[src/rtl/uart_rx_ingress_if.sv]
// FIFO write port between the UART receiver and the ingress FIFO.
//   fifo_din    received byte, valid while fifo_wr_en is high
//   fifo_wr_en  one-cycle write strobe
//   fifo_full   FIFO cannot accept a byte; the receiver drops it instead
// master = receiver side, slave = FIFO side.
interface uart_rx_ingress_if;
    logic [7:0] fifo_din;
    logic       fifo_wr_en;
    logic       fifo_full;

    modport master (output fifo_din, output fifo_wr_en, input fifo_full);
    modport slave  (input fifo_din, input fifo_wr_en, output fifo_full);
endinterface

[src/rtl/uart_rx_ingress.sv]
// 8N1 UART receiver feeding the host->FPGA ingress FIFO.
// Samples the asynchronous rxd pin through a 2-FF synchronizer, checks the
// start and stop bits, and pushes each good byte into the FIFO write port.
// Ports:
//   clk, rst      system clock, synchronous active-high reset
//   uart_rxd      asynchronous serial input, idle high
//   fifo          FIFO write port (fifo_din / fifo_wr_en out, fifo_full in)
//   frame_err     one-cycle pulse when the stop bit is sampled low
//   overflow      sticky flag: a byte was dropped because the FIFO was full
//   overflow_clr  clears overflow (a simultaneous new drop keeps it set)
//   drop_count    saturating count of dropped bytes, cleared only by rst
//   rx_busy       high whenever the receiver is not idle
//
// state   | meaning
// S_IDLE  | line idle, waiting for a falling edge
// S_START | half a bit in, confirming the start bit is still low
// S_DATA  | sampling the 8 data bits at mid-bit, LSB first
// S_STOP  | sampling the stop bit, then write / drop / frame error
// S_BREAK | stop bit was low; wait for the line to return high
module uart_rx_ingress #(
    parameter int CLKS_PER_BIT = 868,
    parameter int DROP_CNT_W   = 16
) (
    input  logic                  clk,
    input  logic                  rst,
    input  logic                  uart_rxd,
    uart_rx_ingress_if.master     fifo,
    output logic                  frame_err,
    output logic                  overflow,
    input  logic                  overflow_clr,
    output logic [DROP_CNT_W-1:0] drop_count,
    output logic                  rx_busy
);

    localparam int HALF  = CLKS_PER_BIT / 2;
    localparam int CNT_W = $clog2(CLKS_PER_BIT);
    localparam logic [CNT_W-1:0] CNT_LAST  = CNT_W'(CLKS_PER_BIT - 1);
    localparam logic [CNT_W-1:0] HALF_LAST = CNT_W'(HALF - 1);

    typedef enum logic [2:0] {
        S_IDLE,
        S_START,
        S_DATA,
        S_STOP,
        S_BREAK
    } state_t;

    state_t            state;
    logic              rxd_meta;
    logic              rxd_s;
    logic [CNT_W-1:0]  cnt;
    logic [2:0]        bit_idx;
    logic [7:0]        shreg;

    always_ff @(posedge clk) begin
        if (rst) begin
            state           <= S_IDLE;
            rxd_meta        <= 1'b1;
            rxd_s           <= 1'b1;
            cnt             <= '0;
            bit_idx         <= '0;
            shreg           <= '0;
            fifo.fifo_din   <= '0;
            fifo.fifo_wr_en <= 1'b0;
            frame_err       <= 1'b0;
            overflow        <= 1'b0;
            drop_count      <= '0;
        end else begin
            rxd_meta        <= uart_rxd;
            rxd_s           <= rxd_meta;
            fifo.fifo_wr_en <= 1'b0;
            frame_err       <= 1'b0;

            // A drop in this same cycle overrides the clear further down.
            if (overflow_clr) overflow <= 1'b0;

            case (state)
                S_IDLE: begin
                    cnt <= '0;
                    if (!rxd_s) state <= S_START;
                end

                S_START: begin
                    if (cnt == HALF_LAST) begin
                        cnt <= '0;
                        if (!rxd_s) begin
                            state   <= S_DATA;
                            bit_idx <= '0;
                        end else begin
                            state <= S_IDLE;
                        end
                    end else begin
                        cnt <= cnt + 1'b1;
                    end
                end

                S_DATA: begin
                    if (cnt == CNT_LAST) begin
                        cnt            <= '0;
                        shreg[bit_idx] <= rxd_s;
                        if (bit_idx == 3'd7) state <= S_STOP;
                        else                 bit_idx <= bit_idx + 1'b1;
                    end else begin
                        cnt <= cnt + 1'b1;
                    end
                end

                // Decided at mid stop bit, so idle is re-entered half a bit
                // early and a start bit right after the stop bit is caught.
                S_STOP: begin
                    if (cnt == CNT_LAST) begin
                        cnt <= '0;
                        if (rxd_s) begin
                            if (!fifo.fifo_full) begin
                                fifo.fifo_din   <= shreg;
                                fifo.fifo_wr_en <= 1'b1;
                            end else begin
                                overflow <= 1'b1;
                                if (!(&drop_count)) drop_count <= drop_count + 1'b1;
                            end
                            state <= S_IDLE;
                        end else begin
                            frame_err <= 1'b1;
                            state     <= S_BREAK;
                        end
                    end else begin
                        cnt <= cnt + 1'b1;
                    end
                end

                S_BREAK: begin
                    cnt <= '0;
                    if (rxd_s) state <= S_IDLE;
                end

                default: begin
                    cnt   <= '0;
                    state <= S_IDLE;
                end
            endcase
        end
    end

    assign rx_busy = (state != S_IDLE);

endmodule

[src/flat_wrapper.sv]
// flat-port wrapper written by rule: the top's interface ports become plain ports
module uart_rx_ingress_flat 
#(
    parameter int CLKS_PER_BIT = 868,
    parameter int DROP_CNT_W   = 16
)
  (clk, rst, uart_rxd, frame_err, overflow, overflow_clr, drop_count, rx_busy, fifo_fifo_din, fifo_fifo_wr_en, fifo_fifo_full);
  uart_rx_ingress_if fifo_i ();
  input  logic clk;
  input  logic rst;
  input  logic uart_rxd;
  output logic frame_err;
  output logic overflow;
  input  logic overflow_clr;
  output logic [DROP_CNT_W-1:0] drop_count;
  output logic rx_busy;
  output wire logic [$bits(fifo_i.fifo_din)-1:0] fifo_fifo_din;
  output wire logic [$bits(fifo_i.fifo_wr_en)-1:0] fifo_fifo_wr_en;
  input wire logic [$bits(fifo_i.fifo_full)-1:0] fifo_fifo_full;
  assign fifo_fifo_din = fifo_i.fifo_din;
  assign fifo_fifo_wr_en = fifo_i.fifo_wr_en;
  assign fifo_i.fifo_full = fifo_fifo_full;
  uart_rx_ingress #(.CLKS_PER_BIT(CLKS_PER_BIT), .DROP_CNT_W(DROP_CNT_W)) u_core (.clk(clk), .rst(rst), .uart_rxd(uart_rxd), .fifo(fifo_i), .frame_err(frame_err), .overflow(overflow), .overflow_clr(overflow_clr), .drop_count(drop_count), .rx_busy(rx_busy));
endmodule
[config.mk]
export PLATFORM = sky130hd
export DESIGN_NAME = uart_rx_ingress_flat
export DESIGN_NICKNAME = d
export VERILOG_FILES = /design/src/rtl/uart_rx_ingress_if.sv /design/src/rtl/uart_rx_ingress.sv /design/src/flat_wrapper.sv
export SDC_FILE = /design/constraint.sdc
export NUM_CORES = 1
export LEC_CHECK = 0
export ABC_AREA = 1
export CELL_PAD_IN_SITES_DETAIL_PLACEMENT = 1
export CELL_PAD_IN_SITES_GLOBAL_PLACEMENT = 2
export CORE_MARGIN = 5
export CORE_UTILIZATION = 30
export DETAILED_ROUTE_END_ITERATION = 16
export HOLD_SLACK_MARGIN = 0.06
export MAX_ROUTING_LAYER = met4
export PLACE_DENSITY = 0.8
export SLEW_MARGIN = 20
export SYNTH_ARGS = -nofsm -noshare
export SYNTH_HDL_FRONTEND = slang
export SYNTH_SLANG_ARGS = --single-unit
[constraint.sdc]
create_clock -name clk -period 3.6 [get_ports clk]
set_input_delay 0.72 -clock clk [delete_from_list [all_inputs] [get_ports clk]]
set_output_delay 0.72 -clock clk [all_outputs]
set_load 0.005 [all_outputs]
==> results by group <==
Place
  • DP Area: 0.00334 mm²
  • IO Port Bufs: 32
  • Post-DP HPWL: 6010 µm
  • Pre-CTS setup slack: 1140 ps
  • Placer Congestion: 0.792

Synthesis
  • Synth Register Bits: 53
  • Yosys Warn Count: 0
  • Async SR Flop Fraction: 0%
  • Post-synth EDFFs: 0
  • Primary FF master, synth: dfxtp_1
  • Cell variety after synth: 31
  • Syn Inst Count: 425
  • Mapped Area: 0.00290 mm²
  • Syn_area_per_cell: 6.83 µm²
  • Sequential share of the synthesized area: 36.6%
  • Mapped Nets: 435

Timing
  • Max Clock Freq: 459 MHz
  • Least-Margin Pin Slew: 681 ps
  • Final Hold Fails: 0
  • Setup Viol. Count Final: 0
  • Fraction of the cycle the final worst path needs: 60.5%
  • Max-slew violations: 0
  • Fin Setup TNS: 0 ps
  • Setup ws final: 1420 ps
  • Unrepaired setup endpoints after global routing: false
  • Clk_skew: 6.54 ps
  • Final Critical Period: 2180 ps
  • Slew margin rel.: 54.5%

Clocking
  • # hold bufs at CTS: 0
  • CTS resizes: 0
  • H-tree depth: 2
  • Clock sink count: 53
  • Worst skew pair latency: 300 ps
  • CTS tree: done
  • Post-CTS Setup Bufs: 0
  • Worst-path clk slew: 100 ps
  • Num CTS Buffers: 5
  • Clock Tree Buf Depth: 2
  • Root buf cell: clkbuf_8

Route
  • Drc violations: 0
  • Routed Antenna Nets: 0
  • Starting DRT DRC Count: 77
  • Vias/cell: 4.69
  • First-pass iteration count of the detailed router: 4
  • DR vias: 2765
  • Post-Route WL: 7720 µm
  • Avg WL per Cell: 13.1 µm

Setup path
  • Slowest cell on the critical path: clkdlybuf4s50_1
  • Max stage delay on crit path: 580 ps
  • Crit path required time: 3850 ps
  • WP buf/inv: 3
  • Crit path max-delay family: buffers and inverters
  • Cell-by-cell trace of the critical path: clkdlybuf4s50_1 > inv_1 > nor2_1 > buf_4 > nand3_1 > nand2_1 > nand2_1 > nor2_1
  • Critical Path End Type: register
  • Critical path type: input pin to register
  • Critical path data arrival time: 2430 ps
  • Crit Path Max Fanout: 7
  • Worst setup SP type: input pin

GRT
  • First-pass GRT wire length: 13000 µm
  • Number of global-route vias before repair: 2753
  • Antenna violations before repair: 0
  • Total GRT Usage: 14.2%
  • Gr ovfl total: 0
  • Largest net degree at the start of global routing: 23

Die
  • Core area: 0.00933 mm²
  • Full die area: 0.0117 mm²
  • Rows: 35
  • Die H: 108 µm
  • Starting Density: 31.1%
  • Die Width: 108 µm
  • Top-level I/O count: 33

Pwr
  • Leakage power figure: 1.36 nW
  • Max IR drop VDD: 252 µV
  • Pwr/cell area: 418 mW/mm²

Status
  • Status: finished, final reports clean

Final layout
  • Area delta synth->final: 18.8%
  • Final #Nets: 470
  • Final Util: 37.0%
  • Fraction of layout cells with a size suffix above 1: 12.2%
  • Post-route cell area: 0.00345 mm²
  • N_diodes: 0

Min path
  • Hold crit path type: register to register

Run
  • Max capacitance violation total: 0
state kept, by name, indices dropped and copies added (netlist names):
register,count
u_core.fifo.fifo_wr_en,1
u_core.state,3
u_core.cnt,10
u_core.rxd_s,1
u_core.overflow,1
u_core.bit_idx,3
u_core.fifo.fifo_din,8
u_core.frame_err,1
u_core.shreg,8
u_core.drop_count,16
u_core.rxd_meta,1
routing by layer:
layer	track usage (%)	vias up	part of all wire, %	wire (µm)
met5	-	-	0	0
met4	2.98	0	0.76	59
met3	2.03	5	2.3	181
met2	25.1	34	50	3850
met1	17.2	1312	47	3620
li1	-	1414	-	-
layout by cell type (no fill, tap or decap):
| master | Yosys | final |
|---|---|---|
| nor4_1 | 1 | 1 |
| clkinv_2 | 0 | 1 |
| xnor2_1 | 1 | 1 |
| or2_2 | 2 | 2 |
| nand2_2 | 9 | 9 |
| ha_1 | 5 | 5 |
| o21ai_1 | 2 | 2 |
| nor2_2 | 8 | 8 |
| clkbuf_8 | 0 | 5 |
| nand4_1 | 6 | 6 |
| clkdlybuf4s50_1 | 0 | 32 |
| nand3_1 | 33 | 33 |
| inv_1 | 53 | 53 |
| a21oi_1 | 12 | 12 |
| xor2_1 | 4 | 4 |
| nand2_1 | 85 | 85 |
| nor2_1 | 80 | 80 |
| inv_2 | 6 | 6 |
| nand3b_1 | 1 | 1 |
| nor2_4 | 6 | 6 |
| nand4_2 | 2 | 2 |
| nor3_2 | 1 | 1 |
| bufinv_16 | 0 | 1 |
| nor2_8 | 1 | 1 |
| clkinv_1 | 2 | 2 |
| a31oi_1 | 4 | 4 |
| nand3_2 | 5 | 5 |
| buf_4 | 0 | 4 |
| nor3_1 | 19 | 19 |
| dfxtp_1 | 53 | 53 |
| o21ai_0 | 11 | 11 |
| nand3_4 | 1 | 1 |
| o21bai_2 | 4 | 4 |
path summary, 6_finish.rpt:
check	slack, ps	start	to	cells past startpoint
max	1420	fifo_fifo_full	u_core.drop_count[12]	8
min	420	u_core.rxd_meta	u_core.rxd_s	1
max reg2reg	1440	u_core.rxd_s	u_core.fifo.fifo_din[0]	5
min reg2reg	420	u_core.rxd_meta	u_core.rxd_s	1
synthesized netlist by cell type (6+ instances only):
| master | instances | area, µm² |
|---|---|---|
| nand3_1 | 33 | 165 |
| o21ai_0 | 11 | 55.1 |
| inv_1 | 53 | 199 |
| a21oi_1 | 12 | 60.1 |
| nor2_4 | 6 | 67.6 |
| nor3_1 | 19 | 95.1 |
| dfxtp_1 | 53 | 1060 |
| inv_2 | 6 | 22.5 |
| nand2_1 | 85 | 319 |
| nand4_1 | 6 | 37.5 |
| nor2_2 | 8 | 50.1 |
| nor2_1 | 80 | 300 |
| nand2_2 | 9 | 56.3 |
kinds of logic after synthesis:
| logic type | after synthesis | synth area share [%] |
|---|---|---|
| AO/OA/AOI/OAI | 33 | 6.73 |
| XOR/XNOR | 5 | 1.51 |
| adder cells (fa/ha/maj) | 5 | 2.16 |
| buffers and inverters | 69 | 10.3 |
| flip-flops | 53 | 36.6 |
| AND/OR/NAND/NOR | 260 | 42.7 |
where the power goes:
part           internal (mW)  switching, mW
clock                  0.203          0.201
sequential             0.617         0.0468
combinational          0.128          0.246
layout make-up:
type | instances | area, µm²
well taps | 129 | 161
flip-flops and latches | 53 | 1060
fillers | 1223 | 5880
clock buffers | 5 | 68.8
multi-input cells | 303 | 1540
clock inverters | 2 | 35.0
repair buffers | 36 | 350
inverters | 61 | 229
per-stage QoR:
step	power (mW)	cells	hold WS [ps]
6_report	1.44	589	421
3_3_place_gp	1.05	582	392
2_1_floorplan	0.956	425	389
4_1_cts	1.48	589	427
3_5_place_dp	1.06	582	402
5_1_grt	1.54	589	441
Power figures use the tool's default switching activity.
